==> src/rtl/l2_req_scheduler.sv <==
// l2_req_scheduler: round-robin arbiter sharing one L2 port between I-cache and D-cache misses.
// Ports: clk/rst_n (async active-low); i_* I-cache request/response; d_* D-cache request/response;
// l2_* registered request to L2 plus its resp/rdata; *_cnt optional performance counters.
// Optional feature: define L2_SCHED_PERF_EN to build the saturating grant/conflict counters,
// otherwise the counter outputs are tied to 0.
module l2_req_scheduler #(
    parameter int ADDR_W = 16,
    parameter int LINE_W = 128,
    parameter int CNT_W  = 32
) (
    input  logic              clk,
    input  logic              rst_n,
    input  logic [ADDR_W-1:0] i_addr,
    input  logic              i_read,
    output logic              i_resp,
    output logic [LINE_W-1:0] i_rdata,
    input  logic [ADDR_W-1:0] d_addr,
    input  logic              d_read,
    input  logic              d_write,
    input  logic [LINE_W-1:0] d_wdata,
    output logic              d_resp,
    output logic [LINE_W-1:0] d_rdata,
    output logic [ADDR_W-1:0] l2_addr,
    output logic              l2_read,
    output logic              l2_write,
    output logic [LINE_W-1:0] l2_wdata,
    input  logic              l2_resp,
    input  logic [LINE_W-1:0] l2_rdata,
    output logic [CNT_W-1:0]  i_grant_cnt,
    output logic [CNT_W-1:0]  d_grant_cnt,
    output logic [CNT_W-1:0]  conflict_cnt
);
    typedef enum logic [1:0] {IDLE, BUSY_I, BUSY_D, GAP} state_t;
    state_t state_q, state_d;
    logic last_d_q, last_d_d;
    logic wr_q, wr_d;
    logic [ADDR_W-1:0] addr_q, addr_d;
    logic [LINE_W-1:0] wdata_q, wdata_d;
    logic i_req, d_req, grant_i, grant_d, busy;
    always_comb begin
        i_req   = i_read;
        d_req   = d_read | d_write;
        // On a tie the side that did not win last time takes the grant.
        grant_i = (state_q == IDLE) & i_req & (~d_req | last_d_q);
        grant_d = (state_q == IDLE) & d_req & ~grant_i;
        state_d  = state_q;
        last_d_d = last_d_q;
        wr_d     = wr_q;
        addr_d   = addr_q;
        wdata_d  = wdata_q;
        case (state_q)
            IDLE: begin
                if (grant_i) begin
                    state_d  = BUSY_I;
                    addr_d   = i_addr;
                    wr_d     = 1'b0;
                    last_d_d = 1'b0;
                end else if (grant_d) begin
                    state_d  = BUSY_D;
                    addr_d   = d_addr;
                    wr_d     = d_write;
                    wdata_d  = d_wdata;
                    last_d_d = 1'b1;
                end
            end
            BUSY_I, BUSY_D: state_d = l2_resp ? GAP : state_q;
            default: state_d = IDLE;
        endcase
    end
    always_ff @(posedge clk or negedge rst_n) begin
        if (!rst_n) begin
            state_q  <= IDLE;
            last_d_q <= 1'b1;
            wr_q     <= 1'b0;
            addr_q   <= '0;
            wdata_q  <= '0;
        end else begin
            state_q  <= state_d;
            last_d_q <= last_d_d;
            wr_q     <= wr_d;
            addr_q   <= addr_d;
            wdata_q  <= wdata_d;
        end
    end
    assign busy     = (state_q == BUSY_I) | (state_q == BUSY_D);
    assign l2_read  = busy & ~wr_q;
    assign l2_write = busy & wr_q;
    assign l2_addr  = addr_q;
    assign l2_wdata = wdata_q;
    assign i_resp   = (state_q == BUSY_I) & l2_resp;
    assign d_resp   = (state_q == BUSY_D) & l2_resp;
    assign i_rdata  = l2_rdata;
    assign d_rdata  = l2_rdata;
`ifdef L2_SCHED_PERF_EN
    localparam logic [CNT_W-1:0] CNT_ONE = 1;
    logic [CNT_W-1:0] icnt_q, icnt_d, dcnt_q, dcnt_d, ccnt_q, ccnt_d;
    logic conflict;
    always_comb begin
        conflict = (state_q == IDLE) & i_req & d_req;
        icnt_d   = (grant_i && ~&icnt_q) ? icnt_q + CNT_ONE : icnt_q;
        dcnt_d   = (grant_d && ~&dcnt_q) ? dcnt_q + CNT_ONE : dcnt_q;
        ccnt_d   = (conflict && ~&ccnt_q) ? ccnt_q + CNT_ONE : ccnt_q;
    end
    always_ff @(posedge clk or negedge rst_n) begin
        if (!rst_n) begin
            icnt_q <= '0;
            dcnt_q <= '0;
            ccnt_q <= '0;
        end else begin
            icnt_q <= icnt_d;
            dcnt_q <= dcnt_d;
            ccnt_q <= ccnt_d;
        end
    end
    assign i_grant_cnt  = icnt_q;
    assign d_grant_cnt  = dcnt_q;
    assign conflict_cnt = ccnt_q;
`else
    assign i_grant_cnt  = '0;
    assign d_grant_cnt  = '0;
    assign conflict_cnt = '0;
`endif
endmodule

==> config.mk <==
export PLATFORM = sky130hd
export DESIGN_NAME = l2_req_scheduler
export DESIGN_NICKNAME = d
export VERILOG_FILES = /design/src/rtl/l2_req_scheduler.sv
export SDC_FILE = /design/constraint.sdc
export NUM_CORES = 1
export LEC_CHECK = 0
export ABC_AREA = 1
export ABC_CLOCK_PERIOD_IN_PS = 4100
export CAP_MARGIN = 20
export CORE_AREA = 3 3 310 312
export CTS_BUF_LIST = sky130_fd_sc_hd__clkbuf_16
export CTS_CLUSTER_SIZE = 30
export DETAILED_ROUTE_END_ITERATION = 16
export DIE_AREA = 0 0 313 315
export GPL_TIMING_DRIVEN = 0
export PLACE_DENSITY = 0.39
export SLEW_MARGIN = 20
export SYNTH_ARGS = -nofsm -noshare
export SYNTH_HDL_FRONTEND = slang
export SYNTH_SLANG_ARGS = --single-unit
==> constraint.sdc <==
create_clock -name clk -period 4.1 [get_ports clk]
set_clock_uncertainty 0.1 [all_clocks]
set_input_delay 1.23 -clock clk [delete_from_list [all_inputs] [get_ports clk]]
set_output_delay 1.23 -clock clk [all_outputs]
set_load 0.02 [all_outputs]
==> impl_metrics.csv <==
group,metric,value,unit
outcome,status,"finished clean",
pwr,power_switching_share,0.443,
clocking,clkSlewWorstSetupHoldPaths,0.06,ns
floorplanning,die_extent_in_y,315,um
clocking,ctsResizeCount,0,
pwr,power.share.combinational,0.567,
route,drtPass1Iterations,4,
route,avgRoutedWirePerCell,15.6,um
clocking,cts_htree_levels,4,
pwr,seq_power_share,0.263,
finish,drive_gt1_frac,0.245,
clocking,cts_buffers,17,
finish,n_fill_cell,10600,
pwr,clock_power_share,0.170,
setup_path,regToRegEndpoint,"l2_wdata[14]",
sta,setup_violation_total_in_the_final_timing_report,0,
finish,utilization,0.184,
pwr,power_per_cell_area,573,nW/um^2
setup_path,setup.worst_path.start_class,"primary input",
setup_path,critical_path_peak_fanout,3,
sta,max_slew.worst_pin.slew,0.687,ns
grt,grt_antenna_before_repair,12,
route,detail_route.iter0.violations,398,
pwr,vdd_drop_max,0.230,mV
grt,wire_length_of_the_first_global_routing_pass,64500,um
route,detailroute.via_count,8586,
placed_design,place.detailed.hpwl,39700,um
min_path,worstHoldPathType,"flop to flop",
setup_path,timing.critical_path.mode_cell,"clkdlybuf4s50_1",
grt,maximum_number_of_pins_on_one_net_before_global_route_repair,78,
floorplanning,die-width,313,um
min_path,hold_depth,2,
logic_synthesis,yosysTopAreaCellShare,0.412,
setup_path,critical_setup_path_kind,"primary input to primary output",
grt,via_count_of_the_first_global_routing_pass,8742,
sta,final_max_slew_viol_count,0,
clocking,cts_sinks,148,
setup_path,timing.critical_path.slowest_stage_cell,"clkdlybuf4s50_1",
route,route.detailed.vias_per_inst,2.82,
setup_path,r2r_cells,8,
clocking,cts_tree,"done",
logic_synthesis,synth_top_cell_by_area,"dfrtp_1",
logic_synthesis,syn-mean-instance-area,8.20,um^2
floorplanning,floorplan.die_area,98600,um^2
pwr,cell_internal_power,5.48,mW
logic_synthesis,syn-instance-count,1087,
route,wl,47500,um
sta,postLayoutSetupSlackWorst,0.126,ns
sta,hold_violations,0,
floorplanning,initial_core_util,0.0956,
grt,grt_usage,0.0924,
setup_path,endpoint_kind_of_the_worst_setup_timing_path,"primary output",
sta,fmax,252,MHz
setup_path,ff2ff_setup_slack,1.78,ns
flow_run,drv.max_cap_violation_count,0,
floorplanning,rows,112,
finish,nets_final,2069,
clocking,clock_latency,0.48,ns
logic_synthesis,ys_top_cells_by_area,"dfrtp_1, buf_4, nand2_1",
route,ant_nets,0,
clocking,maximum_root_to_sink_buffer_count,2,
floorplanning,core_area,93300,um^2
grt,grt-ovfl-total,0,
logic_synthesis,synth_area,8920,um^2
setup_path,critPathArrivalTime,2.64,ns
clocking,ctsRootBufferMaster,"clkbuf_16",
pwr,leakage,8.19,nW
clocking,post_cts_buffers,0,
min_path,min-delay-start,"l2_wdata[7]",
logic_synthesis,ys_types,21,
logic_synthesis,ys_seq_area_frac,0.415,
placed_design,port_buffers,569,
sta,rel_slew_slack,0.542,
logic_synthesis,ys.warnings.count,0,
clocking,ctsHoldBuffers,0,
logic_synthesis,ys_ff_latch,148,
placed_design,place_worst_setup_slack,0.0320,ns
placed_design,globalplace.congestion,0.759,
setup_path,required,2.77,ns
pwr,power.net_switching,4.36,mW
setup_path,cp_cell_sequence,"clkdlybuf4s50_1 -> nand2_1 -> inv_1 -> clkdlybuf4s50_1",
setup_path,crit_path_max_incr_delay,0.72,ns
setup_path,r2r_start,"state_q[0]",
floorplanning,ios,794,
sta,post-route-period-util,0.969,
finish,areaGrowthSynthToFinish,92.4,%
sta,grt_setup_unrepaired,"false",
route,drc_errors,0,
min_path,worstHoldEndpoint,"l2_wdata[7]",
sta,period_minus_slack,3.97,ns
sequential cells by signal (all words and copies together) (netlist names):
signal,cells
state_q,2
l2_wdata,128
last_d_q,1
l2_addr,16
wr_q,1
per-layer routing:
layer / track usage / routed length [um] / vias up
met4: 0.0220 / 533 / 10
met1: 0.106 / 18700 / 3835
li1: - / - / 4286
met2: 0.157 / 23500 / 425
met3: 0.0398 / 4690 / 30
met5: 0 / 66 / -
power by group through the flow:
stage | Combinational, mW | Sequential [mW] | Clock, mW
2_1_floorplan | 2.05 | 3.39 | 0
6_report | 5.58 | 2.59 | 1.68
5_1_grt | 6.11 | 2.68 | 1.83
3_5_place_dp | 5.76 | 2.62 | 0
4_1_cts | 5.76 | 2.60 | 1.81
3_3_place_gp | 5.78 | 2.59 | 0
layout make-up:
type                       instances  area [um^2]  area share
inverter                          43          161     0.00941
multi-input combinational        592         2470       0.144
clock inverter                    15          155     0.00904
clock buffer                      17          425      0.0248
tap                             1254         1570      0.0914
buffer                           399         2940       0.171
antenna                            3         7.51    0.000437
timing repair buffer             570         5730       0.334
sequential                       148         3700       0.216
worst max-delay path by stage:
stage                     startpoint    endpoint  slack (ns)  cells after the start
final                        l2_resp      d_resp        0.13                      4
after global routing         l2_resp      d_resp        0.01                      4
after CTS                    l2_resp      d_resp        0.03                      4
after detailed placement     l2_resp      d_resp        0.03                      4
after global placement         rst_n  l2_addr[6]       -5.87                      1
after floorplan              l2_resp      d_resp        1.37                      2
metrics by stage:
step / power, mW / hold WS [ns] / instance area (um^2) / std cells / TNS [ns]
final: 9.84 / 0.370 / 17200 / 3041 / 0
after global routing: 10.6 / 0.387 / 17200 / 3038 / 0
after CTS: 10.2 / 0.375 / 17200 / 3038 / 0
after detailed placement: 8.37 / 0.357 / 16600 / 3006 / 0
after global placement: 8.37 / 0.354 / 16500 / 3005 / -860.90
after floorplan: 5.44 / 0.348 / 9280 / 1182 / 0
placed cells by master (no fill, tap or decap):
cell type        synthesis  routed
clkinvlp_4               0       3
conb_1                   1      96
nor2_4                   1       1
clkdlybuf4s50_1          0     568
buf_4                  371     371
inv_8                    0       1
o21ai_0                 16      16
nor2_1                   3       3
buf_16                   0       1
ha_1                     4       4
o21ai_1                  1       1
inv_6                    0       3
bufinv_16                0       2
buf_2                   24      24
clkbuf_1                 2       2
dfrtp_1                147     147
diode_2                  0       3
clkbuf_16                0      17
buf_6                    1       1
a21oi_1                  1       1
nand2_1                336     336
clkinv_4                 0       2
inv_2                    2       2
clkinv_1                 0       1
nand3_1                130     130
clkinv_2                 0       2
o21ai_4                  1       1
or2_2                    1       1
inv_1                   41      42
buf_8                    1       2
nand2_2                  2       2
dfstp_2                  1       1
critical path, delay by kind of cell:
kind	cells	cell delay [ns]
buffers and inverters	3	1.34
AND/OR/NAND/NOR	1	0.07
cells in the mapped netlist (all sizes together):
| library cell | instances |
|---|---|
| a21oi | 1 |
| buf | 397 |
| clkbuf | 2 |
| conb | 1 |
| dfrtp | 147 |
| dfstp | 1 |
| ha | 4 |
| inv | 43 |
| nand2 | 338 |
| nand3 | 130 |
| nor2 | 4 |
| o21ai | 18 |
| or2 | 1 |
logic make-up after synthesis:
group,share of synthesized area
adders and majority gates,0.00561
AOI/OAI and AO/OA,0.0119
other,0.000420
and+or+nand+nor,0.219
DFF,0.415
buffers and inverters,0.348
Note: power is estimated with default switching activity, not from simulation.
